===== config.mk =====
export PLATFORM = sky130hd
export DESIGN_NAME = core_branch_predict_flat
export DESIGN_NICKNAME = d
export VERILOG_FILES = /design/src/rtl/core_branch_predict_pkg.sv /design/src/rtl/core_branch_predict_if.sv /design/src/rtl/core_btb.sv /design/src/rtl/core_branch_predict.sv /design/src/flat_wrapper.sv
export SDC_FILE = /design/constraint.sdc
export NUM_CORES = 2
export LEC_CHECK = 0
export CAP_MARGIN = 20
export CORE_MARGIN = 2
export CORE_UTILIZATION = 30
export CTS_CLUSTER_SIZE = 8
export DETAILED_ROUTE_END_ITERATION = 7
export PLACE_DENSITY_LB_ADDON = 0.08
export SYNTH_ARGS = -nofsm -noshare
export SYNTH_HDL_FRONTEND = slang
export SYNTH_SLANG_ARGS = --single-unit

===== constraint.sdc =====
create_clock -name clock -period 16.55 [get_ports clock]
set_input_delay 1.655 -clock clock [delete_from_list [all_inputs] [get_ports clock]]
set_output_delay 1.655 -clock clock [all_outputs]
set_load 0.02 [all_outputs]

===== src/rtl/core_branch_predict_pkg.sv =====
// Shared types and constants for the next-PC selection unit and its BTB.
package core_branch_predict_pkg;

  localparam int BP_XLEN = 64;

  localparam logic [1:0] CTR_SNT = 2'b00;
  localparam logic [1:0] CTR_WNT = 2'b01;
  localparam logic [1:0] CTR_WT  = 2'b10;
  localparam logic [1:0] CTR_ST  = 2'b11;

  // Tag and target are stored at full width; only the live bits are compared.
  typedef struct packed {
    logic               valid;
    logic [BP_XLEN-1:0] tag;
    logic [BP_XLEN-1:0] target;
    logic [1:0]         ctr;
  } btb_entry_t;

  typedef enum logic [2:0] {
    PC_RESET, PC_HANDLER, PC_ERET, PC_MISPRED, PC_J, PC_JR, PC_PRED, PC_SEQ
  } pc_sel_t;

  function automatic logic [1:0] ctr_next(input logic [1:0] ctr, input logic taken);
    logic [1:0] res;
    if (taken) begin
      res = (ctr == CTR_ST) ? CTR_ST : ctr + 2'd1;
    end else begin
      res = (ctr == CTR_SNT) ? CTR_SNT : ctr - 2'd1;
    end
    return res;
  endfunction

endpackage


===== src/rtl/core_branch_predict_if.sv =====
// Pipeline-facing signal bundle for the next-PC selection unit.
interface core_branch_predict_if #(parameter int XLEN = 64);

  logic [XLEN-1:0] fetch_pc;
  logic [XLEN-1:0] pc4;
  logic            take_handler;
  logic            eret;
  logic [XLEN-1:0] epc;
  logic            id_jump;
  logic [XLEN-1:0] id_jump_addr;
  logic            id_jr;
  logic [XLEN-1:0] id_jr_addr;
  logic            ex_branch;
  logic            ex_taken;
  logic [XLEN-1:0] ex_pc;
  logic [XLEN-1:0] ex_target;
  logic            ex_pred_taken;
  logic [XLEN-1:0] ex_pred_target;
  logic [XLEN-1:0] next_pc;
  logic            flush;
  logic            pred_taken;
  logic [XLEN-1:0] pred_target;
  logic [31:0]     mispredict_cnt;

  modport master (
    output fetch_pc, pc4, take_handler, eret, epc, id_jump, id_jump_addr,
           id_jr, id_jr_addr, ex_branch, ex_taken, ex_pc, ex_target,
           ex_pred_taken, ex_pred_target,
    input  next_pc, flush, pred_taken, pred_target, mispredict_cnt
  );

  modport slave (
    input  fetch_pc, pc4, take_handler, eret, epc, id_jump, id_jump_addr,
           id_jr, id_jr_addr, ex_branch, ex_taken, ex_pc, ex_target,
           ex_pred_taken, ex_pred_target,
    output next_pc, flush, pred_taken, pred_target, mispredict_cnt
  );

endinterface


===== src/rtl/core_btb.sv =====
// Direct-mapped branch target buffer: combinational lookup at fetch,
// registered counter/target update from the EX-stage branch resolution.
module core_btb
  import core_branch_predict_pkg::*;
#(
  parameter int XLEN        = BP_XLEN,
  parameter int BTB_ENTRIES = 16,
  parameter int IDX_W       = 4
) (
  input  logic            clock,
  input  logic            reset,
  input  logic [XLEN-1:0] lookup_pc_i,
  input  logic [XLEN-1:0] lookup_pc4_i,
  output logic            pred_taken_o,
  output logic [XLEN-1:0] pred_target_o,
  input  logic            upd_en_i,
  input  logic [XLEN-1:0] upd_pc_i,
  input  logic            upd_taken_i,
  input  logic [XLEN-1:0] upd_target_i
);

  btb_entry_t btb_q [BTB_ENTRIES];

  logic [IDX_W-1:0] lk_idx_s;
  logic [IDX_W-1:0] up_idx_s;
  btb_entry_t       lk_entry_s;
  btb_entry_t       up_entry_s;
  btb_entry_t       wr_entry_s;
  logic             lk_hit_s;
  logic             up_hit_s;
  logic             wr_en_s;
  logic             unused_pc_bits_s;

  assign unused_pc_bits_s = ^{lookup_pc_i[1:0], upd_pc_i[1:0]};

  assign lk_idx_s   = lookup_pc_i[IDX_W+1:2];
  assign up_idx_s   = upd_pc_i[IDX_W+1:2];
  assign lk_entry_s = btb_q[lk_idx_s];
  assign up_entry_s = btb_q[up_idx_s];
  assign lk_hit_s   = lk_entry_s.valid && (lk_entry_s.tag == BP_XLEN'(lookup_pc_i[XLEN-1:IDX_W+2]));
  assign up_hit_s   = up_entry_s.valid && (up_entry_s.tag == BP_XLEN'(upd_pc_i[XLEN-1:IDX_W+2]));

  // Reads see the stored array, so a same-cycle update is invisible here.
  always_comb begin
    pred_taken_o  = 1'b0;
    pred_target_o = lookup_pc4_i;
    if (reset && lk_hit_s) begin
      pred_taken_o  = lk_entry_s.ctr[1];
      pred_target_o = lk_entry_s.target[XLEN-1:0];
    end else begin
      pred_taken_o  = 1'b0;
      pred_target_o = lookup_pc4_i;
    end
  end

  always_comb begin
    wr_en_s    = 1'b0;
    wr_entry_s = up_entry_s;
    if (upd_en_i && up_hit_s) begin
      wr_en_s        = 1'b1;
      wr_entry_s.ctr = ctr_next(up_entry_s.ctr, upd_taken_i);
      if (upd_taken_i) begin
        wr_entry_s.target = BP_XLEN'(upd_target_i);
      end else begin
        wr_entry_s.target = up_entry_s.target;
      end
    end else if (upd_en_i && upd_taken_i) begin
      wr_en_s    = 1'b1;
      wr_entry_s = '{valid: 1'b1, tag: BP_XLEN'(upd_pc_i[XLEN-1:IDX_W+2]),
                     target: BP_XLEN'(upd_target_i), ctr: CTR_WT};
    end else begin
      wr_en_s = 1'b0;
    end
  end

  // Storage: cleared by reset, which also suppresses that cycle's update.
  always_ff @(posedge clock) begin
    if (!reset) begin
      for (int i = 0; i < BTB_ENTRIES; i++) begin
        btb_q[i] <= '{valid: 1'b0, tag: '0, target: '0, ctr: CTR_WNT};
      end
    end else if (wr_en_s) begin
      btb_q[up_idx_s] <= wr_entry_s;
    end
  end

endmodule


===== src/rtl/core_branch_predict.sv =====
// Next-PC selection: fixed priority redirect chain, BTB-based fetch
// prediction and a saturating EX mispredict counter.
module core_branch_predict
  import core_branch_predict_pkg::*;
#(
  parameter int          XLEN         = BP_XLEN,
  parameter int          BTB_ENTRIES  = 16,
  parameter logic [63:0] HANDLER_ADDR = 64'h0
) (
  input  logic              clock,
  input  logic              reset,
  core_branch_predict_if.slave bp
);

  localparam int IDX_W = $clog2(BTB_ENTRIES);
  localparam logic [XLEN-1:0] PC_STEP = XLEN'(3'd4);

  logic            pred_taken_s;
  logic [XLEN-1:0] pred_target_s;
  logic            mispredict_s;
  logic [XLEN-1:0] redirect_s;
  pc_sel_t         sel_s;
  logic [XLEN-1:0] next_pc_s;
  logic            flush_s;
  logic [31:0]     cnt_q;
  logic [31:0]     cnt_d;

  core_btb #(
    .XLEN        (XLEN),
    .BTB_ENTRIES (BTB_ENTRIES),
    .IDX_W       (IDX_W)
  ) u_btb (
    .clock         (clock),
    .reset         (reset),
    .lookup_pc_i   (bp.fetch_pc),
    .lookup_pc4_i  (bp.pc4),
    .pred_taken_o  (pred_taken_s),
    .pred_target_o (pred_target_s),
    .upd_en_i      (bp.ex_branch),
    .upd_pc_i      (bp.ex_pc),
    .upd_taken_i   (bp.ex_taken),
    .upd_target_i  (bp.ex_target)
  );

  assign mispredict_s = bp.ex_branch &&
                        ((bp.ex_taken != bp.ex_pred_taken) ||
                         (bp.ex_taken && (bp.ex_target != bp.ex_pred_target)));
  assign redirect_s   = bp.ex_taken ? bp.ex_target : (bp.ex_pc + PC_STEP);

  // First matching source wins.
  always_comb begin
    sel_s = PC_SEQ;
    if (!reset)                sel_s = PC_RESET;
    else if (bp.take_handler)  sel_s = PC_HANDLER;
    else if (bp.eret)          sel_s = PC_ERET;
    else if (mispredict_s)     sel_s = PC_MISPRED;
    else if (bp.id_jump)       sel_s = PC_J;
    else if (bp.id_jr)         sel_s = PC_JR;
    else if (pred_taken_s)     sel_s = PC_PRED;
    else                       sel_s = PC_SEQ;
  end

  always_comb begin
    next_pc_s = bp.pc4;
    flush_s   = 1'b0;
    case (sel_s)
      PC_RESET:   begin next_pc_s = '0;                        flush_s = 1'b1; end
      PC_HANDLER: begin next_pc_s = HANDLER_ADDR[XLEN-1:0];    flush_s = 1'b1; end
      PC_ERET:    begin next_pc_s = bp.epc;                    flush_s = 1'b1; end
      PC_MISPRED: begin next_pc_s = redirect_s;                flush_s = 1'b1; end
      PC_J:       begin next_pc_s = bp.id_jump_addr;           flush_s = 1'b1; end
      PC_JR:      begin next_pc_s = bp.id_jr_addr;             flush_s = 1'b1; end
      PC_PRED:    begin next_pc_s = pred_target_s;             flush_s = 1'b0; end
      default:    begin next_pc_s = bp.pc4;                    flush_s = 1'b0; end
    endcase
  end

  always_comb begin
    if (mispredict_s && (cnt_q != 32'hFFFF_FFFF)) begin
      cnt_d = cnt_q + 32'd1;
    end else begin
      cnt_d = cnt_q;
    end
  end

  // Mispredict counter register.
  always_ff @(posedge clock) begin
    if (!reset) begin
      cnt_q <= 32'd0;
    end else begin
      cnt_q <= cnt_d;
    end
  end

  assign bp.next_pc        = next_pc_s;
  assign bp.flush          = flush_s;
  assign bp.pred_taken     = pred_taken_s;
  assign bp.pred_target    = pred_target_s;
  assign bp.mispredict_cnt = cnt_q;

endmodule


===== src/flat_wrapper.sv =====
// flat-port wrapper written by rule: the top's interface ports become plain ports
module core_branch_predict_flat import core_branch_predict_pkg::*;
#(
  parameter int          XLEN         = BP_XLEN,
  parameter int          BTB_ENTRIES  = 16,
  parameter logic [63:0] HANDLER_ADDR = 64'h0
)
  (clock, reset, bp_fetch_pc, bp_pc4, bp_take_handler, bp_eret, bp_epc, bp_id_jump, bp_id_jump_addr, bp_id_jr, bp_id_jr_addr, bp_ex_branch, bp_ex_taken, bp_ex_pc, bp_ex_target, bp_ex_pred_taken, bp_ex_pred_target, bp_next_pc, bp_flush, bp_pred_taken, bp_pred_target, bp_mispredict_cnt);
  core_branch_predict_if #(.XLEN(XLEN)) bp_i ();
  input  logic clock;
  input  logic reset;
  input wire logic [$bits(bp_i.fetch_pc)-1:0] bp_fetch_pc;
  input wire logic [$bits(bp_i.pc4)-1:0] bp_pc4;
  input wire logic [$bits(bp_i.take_handler)-1:0] bp_take_handler;
  input wire logic [$bits(bp_i.eret)-1:0] bp_eret;
  input wire logic [$bits(bp_i.epc)-1:0] bp_epc;
  input wire logic [$bits(bp_i.id_jump)-1:0] bp_id_jump;
  input wire logic [$bits(bp_i.id_jump_addr)-1:0] bp_id_jump_addr;
  input wire logic [$bits(bp_i.id_jr)-1:0] bp_id_jr;
  input wire logic [$bits(bp_i.id_jr_addr)-1:0] bp_id_jr_addr;
  input wire logic [$bits(bp_i.ex_branch)-1:0] bp_ex_branch;
  input wire logic [$bits(bp_i.ex_taken)-1:0] bp_ex_taken;
  input wire logic [$bits(bp_i.ex_pc)-1:0] bp_ex_pc;
  input wire logic [$bits(bp_i.ex_target)-1:0] bp_ex_target;
  input wire logic [$bits(bp_i.ex_pred_taken)-1:0] bp_ex_pred_taken;
  input wire logic [$bits(bp_i.ex_pred_target)-1:0] bp_ex_pred_target;
  output wire logic [$bits(bp_i.next_pc)-1:0] bp_next_pc;
  output wire logic [$bits(bp_i.flush)-1:0] bp_flush;
  output wire logic [$bits(bp_i.pred_taken)-1:0] bp_pred_taken;
  output wire logic [$bits(bp_i.pred_target)-1:0] bp_pred_target;
  output wire logic [$bits(bp_i.mispredict_cnt)-1:0] bp_mispredict_cnt;
  assign bp_i.fetch_pc = bp_fetch_pc;
  assign bp_i.pc4 = bp_pc4;
  assign bp_i.take_handler = bp_take_handler;
  assign bp_i.eret = bp_eret;
  assign bp_i.epc = bp_epc;
  assign bp_i.id_jump = bp_id_jump;
  assign bp_i.id_jump_addr = bp_id_jump_addr;
  assign bp_i.id_jr = bp_id_jr;
  assign bp_i.id_jr_addr = bp_id_jr_addr;
  assign bp_i.ex_branch = bp_ex_branch;
  assign bp_i.ex_taken = bp_ex_taken;
  assign bp_i.ex_pc = bp_ex_pc;
  assign bp_i.ex_target = bp_ex_target;
  assign bp_i.ex_pred_taken = bp_ex_pred_taken;
  assign bp_i.ex_pred_target = bp_ex_pred_target;
  assign bp_next_pc = bp_i.next_pc;
  assign bp_flush = bp_i.flush;
  assign bp_pred_taken = bp_i.pred_taken;
  assign bp_pred_target = bp_i.pred_target;
  assign bp_mispredict_cnt = bp_i.mispredict_cnt;
  core_branch_predict #(.XLEN(XLEN), .BTB_ENTRIES(BTB_ENTRIES), .HANDLER_ADDR(HANDLER_ADDR)) u_core (.clock(clock), .reset(reset), .bp(bp_i));
endmodule

==> Yosys cells after proc, flatten, opt, wreduce, memory -nomap -nowiden <==
Memory sizes are Yosys's and may differ from the RTL's.
Index checks and enable logic that the tools add are counted.
Widths: inputs -> output; s select.
{ "word_totals": {"ramBits": 2096, "romBits": 0, "input_bits": 521, "latchBits": 0, "mem_count": 1, "wordCells": 60, "reg_bits": 32, "output_inout_bits": 162} }
{ "classes": {"n_reduce_logical": 14, "n_addsub": 4, "n_bitwise": 0, "shift": 0, "n_mul": 0, "eq_ne": 12, "mux": 28, "n_lt_le_gt_ge": 0, "div": 0} }
{ "memory_table": {"columns": ["memory", "depth", "width", "rd", "rd_ports_with_merged_regs", "write_ports", "line", "rtl"], "rows": [
  ["u_core.u_btb.btb_q", 16, 131, 2, 0, 16, "core_btb.sv:22", "btb_entry_t btb_q [BTB_ENTRIES];"]
]} }
{ "ops": {"columns": ["cell", "n"], "rows": [
  ["$pmux 64 s6", 1],
  ["$mux 131", 2],
  ["$mux 64", 3],
  ["$reduce_or 131->1", 1],
  ["$eq 64x58->1", 2],
  ["$mux 66", 1],
  ["$mux 65", 1],
  ["$add 64x3->64 const B", 1],
  ["$ne 64x64->1", 1],
  ["$add 32x1->32 const B", 1],
  ["$ne 32x32->1 const B", 1],
  ["$mux 3", 6],
  ["$mux 1", 10],
  ["$eq 3x3->1 const B", 3],
  ["$logic_and 1x1->1", 8],
  ["$eq 3x2->1 const B", 2],
  ["$mux 2", 3],
  ["$reduce_or 6->1", 1],
  ["$mux 4", 1],
  ["$eq 3x1->1 const B", 1],
  ["$logic_not 3->1", 1],
  ["$add 2x1->2 const B", 1],
  ["$eq 2x2->1 const B", 1],
  ["$logic_not 2->1", 1],
  ["other kinds (4)", 4]
]} }

==> Logic depth before layout (Yosys ltp) <==
An unclocked memory read counts as a cell.
{ "depth": {"ltp_word": 15, "ltp_mapped": 20, "depth_no_buf": 12} }

==> Modules after synthesis <==
From an unflattened synthesis, not the netlist that was laid out.
{ "hier_totals": {"cells_unflattened": 8122, "area_unflattened_um2": 114828.9} }
{ "modules_own_cells": {"columns": ["module", "n_inst", "cells_per_inst", "area_each_um2", "seq_area_each_um2"], "rows": [
  ["core_btb", 1, 7027, 107956.0, 62940.4],
  ["core_branch_predict", 1, 1095, 6872.8, 640.6]
]} }

==> Worst setup path before layout <==
OpenSTA, ideal clock, no wires.
{ "synth_path": {"path_kind": "in2reg", "from": "input bp_ex_pc[2]", "to": "memory u_core.u_btb.btb_q[6][0] (netlist bit), enable pin", "stages": 15, "setup_slack_ns": 8.251, "arrival_time_ns": 7.804, "required_time_ns": 16.055, "setup_ns": 0.495, "path_buffers": 5, "cell_sequence": "buf_2 > buf_4 > buf_2 > mux4_2 > mux4_2 > xnor2_1 > nor4_1 > nand4_1 > nor3_2 > a21oi_2 > nor3b_2 > nand3_2 > buf_2 > buf_2 > nand2_1"} }
{ "synth_lines": {"columns": ["element", "line", "rtl"], "rows": [
  ["start: declaration", "flat_wrapper.sv:23", "input wire logic [$bits(bp_i.ex_pc)-1:0] bp_ex_pc;"],
  ["end: declaration", "core_btb.sv:22", null]
]} }

==> Final worst setup path <==
{ "layout_path": {"from": "input bp_fetch_pc[2]", "to": "output bp_next_pc[57]"} }
{ "layout_between": {"elab_chain_cells": 15, "elab_cells_between_ends": 22, "cone_classes": "7 x eq/ne; 10 x mux; 4 x reduce/logical; 1 x memory"} }
{ "layout_lines": {"columns": ["element", "line", "rtl"], "rows": [
  ["start: declaration", "flat_wrapper.sv:12", "input wire logic [$bits(bp_i.fetch_pc)-1:0] bp_fetch_pc;"],
  ["$mem_v2 16x131 (*)", null, null],
  ["$eq 64x58->1", "core_btb.sv:40", "assign lk_hit_s = lk_entry_s.valid && (lk_entry_s.tag == BP_XLEN'(lookup_pc_i[XLEN-1:IDX_W+2]));"],
  ["$logic_and 1x1->1", "core_btb.sv:40", null],
  ["$logic_and 1x1->1", "core_btb.sv:47", "if (reset && lk_hit_s) begin"],
  ["$mux 1", "core_btb.sv:47", null],
  ["$mux 1", "core_branch_predict.sv:59", "else if (pred_taken_s) sel_s = PC_PRED;"],
  ["$mux 3", "core_branch_predict.sv:58", "else if (bp.id_jr) sel_s = PC_JR;"],
  ["$mux 3", "core_branch_predict.sv:57", "else if (bp.id_jump) sel_s = PC_J;"],
  ["$mux 3", "core_branch_predict.sv:56", "else if (mispredict_s) sel_s = PC_MISPRED;"],
  ["$mux 3", "core_branch_predict.sv:55", "else if (bp.eret) sel_s = PC_ERET;"],
  ["$mux 3", "core_branch_predict.sv:54", "else if (bp.take_handler) sel_s = PC_HANDLER;"],
  ["$mux 3", "core_branch_predict.sv:53", "if (!reset) sel_s = PC_RESET;"],
  ["$eq 3x1->1 / $logic_not 3->1 (equally long branches)", "core_branch_predict.sv:66", "case (sel_s)"],
  ["$reduce_or 2->1 (no source line)", null, null],
  ["$pmux 64 s6 (*)", "core_branch_predict.sv:66", null],
  ["end: declaration", "flat_wrapper.sv:27", "output wire logic [$bits(bp_i.next_pc)-1:0] bp_next_pc;"]
]} }
Mark *: on every way between the ends. The rest lies on a longest branch, timed or not.

==> out/metrics.csv <==
metric,value,unit
rows,226,
grt_pass1_wl,752.6,mm
drv_slew,0,
postLayoutSetupSlackWorst,4.614,ns
clock_latency,0.93,ns
dieArea,0.3837,mm^2
critPathLaunchType,input port,
path_max_fanout,64,
required,14.89,ns
ys_ff_latch,2128,
cts_made_buffers,306,
crit_path_frequent_cell,buf_4,
postCtsResizedCells,0,
drcViolationCount,0,
die_w,619.4,um
power_density,104.4,mW/mm^2
critical_path_class,input port to output port,
crit_family,buffers and inverters,
ant_nets,0,
cts_buffer_depth,4,
yosys.area.top_type,edfxtp_1,
setup_viol,0,
total_leakage_power,46.14,nW
period_minus_slack,11.94,ns
syn_area,0.1136,mm^2
cpPeakStageDelay,0.80,ns
place.gp.congestion,0.8539,
maxSlewHeadroom,0.1729,
antenna_found_initial,54,
ys_async_sr_fraction,0,
drtPass1Iterations,7,
cts_setup_buffers,0,
ir_worst_vdd,74.87,uV
io_buffers,680,
clk_pin_slew,0.05,ns
crit_chain,"buf_8, buf_4, buf_4, mux4_2, mux2i_1, mux2i_1, xnor2_1, nand4_1, nor4_1, nand4_1, nor4_4, buf_4, nand2b_4, buf_4, nand3_1, o22a_1, clkdlybuf4s50_1",
syn2layout_area_growth,19.46,%
place_ws,4.694,ns
yosysUniqueCellTypes,88,
crit_path_end_kind,output port,
initial_core_util,0.3006,
htree_levels,5,
hold_buffers,0,
grt_util_all_layers,0.2912,
overflow,0,
synthCells,7945,
cts_tree,done,
cts_root_buffer,clkbuf_16,
synth_area_per_cell,14.30,um^2
crit_slowest_cell,nand4_1,
cts_sinks,2128,
drive_gt1_frac,0.2338,
yosys-top-cells-area,"edfxtp_1 (55%), mux4_2 (22%), nor2_1 (6.8%)",
hp-class,register to register,
io_pins,683,
status,finished clean,
fin_setup_tns,0,ns
num-nets-final,9184,
ys_warn_count,0,
grt_max_degree,116,
post_drt_wl_per_cell,41.38,um
maxCapViolations,0,
drt_iter0_markers,9131,
rsz0062_at_grt,false,
skew,0.05203,ns
grt_pass1_vias,81610,
ys.flop_type,edfxtp_1,
hold_viol,0,
arrival,10.28,ns
synth_enable_flop_cells,2096,
hpwl,353.3,mm
max_freq,83.78,MHz
synth-seq-area-share,0.5595,
die_h,619.4,um
via_count,80730,
core,0.3781,mm^2
tightestPinTransition,1.232,ns
holdWs,0.5004,ns
path_buf_inv,6,
routed_wl,568.7,mm
via_per_inst,5.874,
finalCritPeriodShare,0.7212,
yosysTopAreaCellShare,0.5539,
==> final cells by class <==
| class | instances | area (um^2) |
|---|---|---|
| sequential | 2128 | 63580 |
| fill | 36260 | 242300 |
| inverter | 70 | 277.8 |
| tap | 5016 | 6276 |
| timing repair buffer | 1062 | 10040 |
| clock buffer | 335 | 7958 |
| clock inverter | 22 | 279.0 |
| multi-input combinational | 5090 | 47280 |
| antenna | 20 | 50.05 |
==> path summary, 6_finish.rpt <==
path	startpoint	to	slack [ns]	depth (start not counted)
max	bp_fetch_pc[2]	bp_next_pc[57]	4.61	17
min	u_core.bp.mispredict_cnt[31]	u_core.bp.mispredict_cnt[31]	0.50	2
max reg2reg	u_core.u_btb.btb_q[12][79]	u_core.u_btb.btb_q[7][61]	8.14	13
min reg2reg	u_core.bp.mispredict_cnt[31]	u_core.bp.mispredict_cnt[31]	0.50	2
==> layout by cell type (no fill, tap or decap), types with 17 or more instances in the layout <==
cell type           n
buf_4             355
edfxtp_1         2096
a21oi_1            43
dfxtp_1            32
nor3_1             43
mux2i_1           280
mux2_2             99
and3_1             36
diode_2            20
xor2_1             85
nand4_1            84
nand2_1           220
nor4_1             40
a21boi_0           20
a22oi_1            28
o21ai_0            79
a31oi_1            58
clkdlybuf4s50_1   670
nand2b_1           30
nand2_4            17
o22ai_1            36
nand3_1            67
nor2b_1            25
a222oi_1           45
buf_12             24
conb_1             96
nor2_1           2053
inv_1              58
clkbuf_1           20
xnor2_1           176
clkbuf_16         315
mux4_2           1130
and2_1             58
==> metrics by stage <==
| step | instances | total power, mW | area (um^2) | utilization |
|---|---|---|---|---|
| floorplan | 8040 | 7.414 | 114000 | - |
| CTS | 13720 | 14.28 | 135700 | 0.3589 |
| detailed placement | 13360 | 8.453 | 127400 | 0.3371 |
| global placement | 13350 | 8.431 | 127300 | 0.3367 |
| finish | 13740 | 14.18 | 135700 | 0.3591 |
| global route | 13730 | 14.54 | 135700 | 0.3590 |
==> power breakdown <==
part           switching (mW)  internal (mW)
Combinational            1.33          0.783
Sequential              0.102           6.14
Clock                    2.43           3.39
==> layer usage <==
layer	wire, um	GRT usage
met2	274800	0.4857
met4	26960	0.1209
met1	225200	0.3758
met3	41620	0.04771
met5	107	0
==> worst register-to-register path, cell delays in order, from the launching register on <==
cell	delay, ns
edfxtp_1	0.39
mux4_2	0.48
mux4_2	0.52
xnor2_1	0.84
nand4_1	0.51
nor4_1	0.74
nand2_1	0.35
nor3_2	0.35
a21oi_2	0.14
nor3b_2	0.64
nand3_4	0.71
nand2_4	1.05
buf_4	0.64
buf_4	0.64
==> cells in the mapped netlist (all sizes together), types with 6 or more instances <==
library cell     n
edfxtp        2096
nor2          2055
mux4          1130
clkbuf         437
buf            315
mux2i          280
nand2          237
xnor2          178
mux2            99
o21ai           89
xor2            85
nand4           84
nand3           83
inv             69
and2            65
a31oi           58
a21oi           52
nor3            46
a222oi          45
nor4            43
and3            37
o22ai           36
dfxtp           32
nand2b          31
a22oi           28
nor2b           25
a21boi          24
o22a            16
a22o            14
a211oi          13
and4            13
nor4b           13
a221o            8
o2111ai          7
o21a             7
a2111oi          6
a221oi           6
a32oi            6
==> sequential cells by signal, summed over array words and instances, names as in the netlist <==
name and flops:
u_core.u_btb.btb_q 2096, u_core.bp.mispredict_cnt 32
==> kinds of logic after synthesis <==
group           synth area share
simple gates              0.1018
flops                     0.5595
mux                       0.2584
buf+inv                  0.03095
compound gates           0.02838
xor+xnor                 0.02027
fa+ha+maj              0.0005506
other cells           0.00003300
Power figures use the tool's default switching activity.
